<file path="src/rtl/traffic_pkg.sv">
// Shared definitions for the traffic phase sequencer: phase codes, lamp codes
// and the default countdown values that end each phase.
package traffic_pkg;

  typedef enum logic [2:0] {
    NS_GREEN  = 3'd0,
    NS_YELLOW = 3'd1,
    ALL_RED_A = 3'd2,
    EW_GREEN  = 3'd3,
    EW_YELLOW = 3'd4,
    ALL_RED_B = 3'd5,
    PED_WALK  = 3'd6,
    EMERGENCY = 3'd7
  } phase_t;

  localparam logic [2:0] RED = 3'b100;
  localparam logic [2:0] YEL = 3'b010;
  localparam logic [2:0] GRN = 3'b001;

  // The countdown reloads to 15, so a phase lasts 16 - END ticks.
  localparam logic [5:0] GREEN_END_DEF  = 6'd0;
  localparam logic [5:0] YELLOW_END_DEF = 6'd12;
  localparam logic [5:0] ALLRED_END_DEF = 6'd14;
  localparam logic [5:0] WALK_END_DEF   = 6'd6;

endpackage

</file>
<file path="src/rtl/traffic_light_decode.sv">
// Combinational map from a phase code to the two lamp heads and the walk lamp.
module traffic_light_decode
  import traffic_pkg::*;
(
  input  phase_t     state,
  output logic [2:0] ns_light,
  output logic [2:0] ew_light,
  output logic       walk
);

  always_comb begin
    ns_light = RED;
    ew_light = RED;
    walk     = 1'b0;
    case (state)
      NS_GREEN:  ns_light = GRN;
      NS_YELLOW: ns_light = YEL;
      EW_GREEN:  ew_light = GRN;
      EW_YELLOW: ew_light = YEL;
      PED_WALK:  walk     = 1'b1;
      default: begin
        ns_light = RED;
        ew_light = RED;
      end
    endcase
  end

endmodule

</file>
<file path="src/rtl/traffic_phase_sequencer.sv">
// Phase ring controller: steps the intersection through its phases, issuing a
// one-cycle loader strobe to the seconds countdown on every phase entry.
module traffic_phase_sequencer
  import traffic_pkg::*;
#(
  parameter logic [5:0] GREEN_END  = GREEN_END_DEF,
  parameter logic [5:0] YELLOW_END = YELLOW_END_DEF,
  parameter logic [5:0] ALLRED_END = ALLRED_END_DEF,
  parameter logic [5:0] WALK_END   = WALK_END_DEF
) (
  input  logic       InputClk,
  input  logic       reset,
  input  logic [5:0] seconds,
  input  logic       ped_req,
  input  logic       emergency,
  output logic       loader,
  output logic [2:0] ns_light,
  output logic [2:0] ew_light,
  output logic       walk,
  output logic [2:0] phase
);

  phase_t     state;
  phase_t     state_nxt;
  logic       armed;
  logic       ped_latch;
  logic       load_nxt;
  logic       expired;
  logic [5:0] end_val;
  logic [2:0] ns_nxt;
  logic [2:0] ew_nxt;
  logic       walk_nxt;

  always_comb begin
    case (state)
      NS_GREEN, EW_GREEN:   end_val = GREEN_END;
      NS_YELLOW, EW_YELLOW: end_val = YELLOW_END;
      PED_WALK:             end_val = WALK_END;
      default:              end_val = ALLRED_END;
    endcase
  end

  // Full 6-bit compare: out-of-range seconds (>15) can never match an END value.
  assign expired = armed && (seconds == end_val);

  always_comb begin
    state_nxt = state;
    if (emergency) begin
      state_nxt = EMERGENCY;
    end else if (state == EMERGENCY) begin
      state_nxt = ALL_RED_B;
    end else if (expired) begin
      case (state)
        NS_GREEN:  state_nxt = NS_YELLOW;
        NS_YELLOW: state_nxt = ALL_RED_A;
        ALL_RED_A: state_nxt = EW_GREEN;
        EW_GREEN:  state_nxt = EW_YELLOW;
        EW_YELLOW: state_nxt = ALL_RED_B;
        ALL_RED_B: state_nxt = ped_latch ? PED_WALK : NS_GREEN;
        PED_WALK:  state_nxt = NS_GREEN;
        default:   state_nxt = state;
      endcase
    end
  end

  // Emergency keeps the strobe high so the countdown stays pinned at its reload value.
  assign load_nxt = (state_nxt != state) || (state_nxt == EMERGENCY);

  traffic_light_decode u_decode (
    .state    (state_nxt),
    .ns_light (ns_nxt),
    .ew_light (ew_nxt),
    .walk     (walk_nxt)
  );

  always_ff @(posedge InputClk) begin
    if (reset) begin
      state     <= ALL_RED_B;
      loader    <= 1'b1;
      armed     <= 1'b0;
      ped_latch <= 1'b0;
      ns_light  <= RED;
      ew_light  <= RED;
      walk      <= 1'b0;
    end else begin
      state    <= state_nxt;
      loader   <= load_nxt;
      armed    <= !load_nxt;
      ns_light <= ns_nxt;
      ew_light <= ew_nxt;
      walk     <= walk_nxt;
      // Entering the walk serves the request even if ped_req is still high.
      if (state_nxt == PED_WALK && state != PED_WALK)
        ped_latch <= 1'b0;
      else if (ped_req)
        ped_latch <= 1'b1;
    end
  end

  assign phase = state;

endmodule

</file>
<file path="config.mk">
export PLATFORM = sky130hd
export DESIGN_NAME = traffic_phase_sequencer
export DESIGN_NICKNAME = d
export VERILOG_FILES = /design/src/rtl/traffic_pkg.sv /design/src/rtl/traffic_light_decode.sv /design/src/rtl/traffic_phase_sequencer.sv
export SDC_FILE = /design/constraint.sdc
export NUM_CORES = 1
export LEC_CHECK = 0
export CORE_MARGIN = 2
export CORE_UTILIZATION = 48
export DETAILED_ROUTE_END_ITERATION = 8
export GPL_TIMING_DRIVEN = 0
export PLACE_DENSITY = 0.91
export SLEW_MARGIN = 25
export SYNTH_ARGS = -nofsm -noshare
export SYNTH_HDL_FRONTEND = slang
export SYNTH_SLANG_ARGS = --single-unit
</file>
<file path="constraint.sdc">
create_clock -name InputClk -period 3.65 [get_ports InputClk]
set_input_delay 0.9125 -clock InputClk [delete_from_list [all_inputs] [get_ports InputClk]]
set_output_delay 0.9125 -clock InputClk [all_outputs]
set_load 0.005 [all_outputs]
</file>
==> flow_metrics.py <==
metrics = {
    "detailed_routing": {
        "wl_per_cell_um": 13.8,
        "vias_per_cell": 5.71,
        "drc": 0,
        "drt_iter0_drc": 36,
        "firstDrtPassIters": 4,
        "routed_wl_mm": 1.59,
        "ant_nets": 0,
        "vias": 657,
    },
    "global_routing": {
        "antenna_found_initial": 0,
        "grt_pass1_vias": 642,
        "grt_overflow": 0,
        "gr-usage-all-layers_pct": 20.4,
        "grt_max_degree": 11,
        "grt_pass1_wl_mm": 2.75,
    },
    "worst_setup_path": {
        "cp-start-kind": "input port",
        "setup.worst_path.end_class": "flop",
        "critical_path_class": "in2reg",
        "slowest_stage": "or4b_4",
        "arrival_ps": 3140,
        "crit_fanout": 7,
        "cp_cell_sequence": "clkdlybuf4s50_1 > or4b_4 > or4_4 > a31oi_4 > o221ai_2 > a211oi_2 > a31oi_1",
        "critPathLaunch": "seconds[0]",
        "critPathRequiredTime_ps": 3800,
        "cpPeakStageDelay_ps": 570,
        "r2r_start": "phase[0]$_SDFF_PP1_",
        "rr_worst_depth": 7,
    },
    "layout": {
        "fin_nets": 111,
        "regArea_um2": 260,
        "antenna_cells": 0,
        "syn2layout_area_growth_pct": 33.3,
        "fin_cells": 115,
        "nFillCells": 112,
        "drive_above_1_share_pct": 15.0,
        "multi_input_area_um2": 404,
    },
    "clock_network": {
        "cts_max_path_buffers": 2,
        "clk_pin_slew_ps": 70,
        "cts_hold_buf": 0,
        "cts_max_level": 1,
        "clkSinkCount": 13,
        "cts_tree": "done",
        "cts_root_buf": "clkbuf_4",
        "cts_resized": 0,
        "cts_buffers": 3,
        "cts_setup_buffers": 0,
        "clk_latency_ps": 270,
    },
    "run_status": {
        "outcome": "finished clean",
    },
    "timing": {
        "final_max_slew_viol_count": 0,
        "slew_headroom_pct": 70.7,
        "timing_hold_violations_final": 0,
        "layout_min_cycle_time_ps": 2990,
        "maxClockFrequency_mhz": 335,
        "final.period_utilization_pct": 81.9,
        "clock-skew-final_ps": 0.820,
        "finalSetupTns_ps": 0,
        "rsz0062_at_grt": "false",
        "setup_viol": 0,
        "tightest_slew_ps": 440,
    },
    "power": {
        "ir_worst_vdd_mv": 0.163,
        "leakagePower_nw": 0.344,
        "pwr_density_cell_nw_per_um2": 287,
    },
    "logic_synthesis": {
        "synth_edf_count": 0,
        "synth-seq-cells": 13,
        "synth_cells": 77,
        "ys.flop_type": "dfxtp_1",
        "synthesis.area_um2": 707,
        "synth-seq-area-share_pct": 36.8,
        "synth_warnings": 0,
        "ys_types": 38,
        "syn_avg_cell_area_um2": 9.18,
        "synthesis.nets": 87,
        "async_reset_ff_share_pct": 0,
    },
    "hold_path": {
        "hp-start": "ped_latch$_SDFFE_PP0P_",
        "holdCritPathClass": "reg2reg",
        "hold_depth": 2,
    },
    "job": {
        "cap_violations": 0,
    },
    "die": {
        "core_area_um2": 1330,
        "die_h_um": 42.4,
        "rows": 13,
        "die_area_um2": 1800,
        "ios": 21,
        "start_util_pct": 53.0,
        "dieWidth_um": 42.4,
    },
    "place": {
        "globalplace.congestion": 0.823,
        "hpwl_mm": 1.22,
        "dp.cells": 111,
        "portBuffers": 19,
    },
}
==> synth_stat cells (2+ instances only) <==
library cell,instances,area share [%]
nand2_1,5,2.7
a31oi_1,4,3.5
dfxtp_1,13,37
o21ai_1,3,2.1
o211ai_1,2,2.1
inv_2,2,1.1
nor2_1,5,2.7
inv_1,3,1.6
nor3_1,3,2.1
buf_4,2,2.1
nand2b_1,2,1.8
xnor2_1,4,5.0
xor2_1,3,3.7
a21oi_1,2,1.4
==> final cells by class <==
cell class / instances / share of cell area, %
plain buffers: 4 / 2.52
clock buffers: 4 / 2.79
inverters: 5 / 1.99
multi-input cells: 55 / 42.9
flip-flops and latches: 13 / 27.6
well taps: 15 / 1.99
repair buffers: 19 / 20.2
==> worst paths after layout <==
kind	to	slack [ps]
hold reg to reg	ped_latch$_SDFFE_PP0P_	570
setup reg to reg	ew_light[2]$_SDFF_PP1_	1370
setup / recovery	ew_light[2]$_SDFF_PP1_	660
hold / removal	ped_latch$_SDFFE_PP0P_	570
==> metrics by stage <==
stage | worst slack [ps] | hold WS (ps) | power, mW | util, % | area (um2)
after global routing | 576 | 599 | 0.281 | 70.6 | 942
after floorplan | 917 | 493 | 0.170 | - | 707
after global placement | 406 | 551 | 0.185 | 68.7 | 916
after detailed placement | 380 | 560 | 0.186 | 68.7 | 916
after CTS | 660 | 575 | 0.270 | 70.6 | 942
final | 661 | 573 | 0.270 | 70.6 | 942
==> registers in the layout (all words and copies together), names as in the netlist <==
register,count
ew_light,3
ns_light,3
phase,3
armed,1
loader,1
ped_latch,1
walk,1
==> power by group <==
part / switching [mW] / internal [mW] / total, mW
Combinational: 0.0178 / 0.0199 / 0.0377
Clock: 0.0442 / 0.0424 / 0.0866
Sequential: 0.00148 / 0.144 / 0.146
==> metal layers <==
metal | part of all wire (%) | global-route usage [%]
met1 | 43 | 22.1
met2 | 49 | 35.7
met3 | 4.8 | 4.74
met4 | 2.8 | 11.9
met5 | 0 | 0
==> critical path: cells and delay by family <==
family | cells | cell delay (ps)
AOI/OAI and AO/OA | 4 | 740
buffers and inverters | 1 | 400
and+or+nand+nor | 2 | 1080
==> logic make-up (layout without fill, tap and decap cells) <==
kind of cell	after synthesis	in the layout	share of synthesized area, %
mux	1	1	1.42
simple gates	24	24	19.3
buf+inv	9	32	6.02
compound gates	23	23	27.8
xor+xnor	7	7	8.67
flops	13	13	36.8
==> placed cells by master (no fill, tap or decap), types with 3 or more instances in the layout <==
cell type        netlist  routed
xor2_1                 3       3
a31oi_1                4       4
clkdlybuf4s50_1        0      19
dfxtp_1               13      13
nor3_1                 3       3
nand2_1                5       5
inv_1                  3       3
o21ai_1                3       3
xnor2_1                4       4
nor2_1                 5       5
clkbuf_4               0       3
No activity file was read; power rests on OpenSTA's default activity.
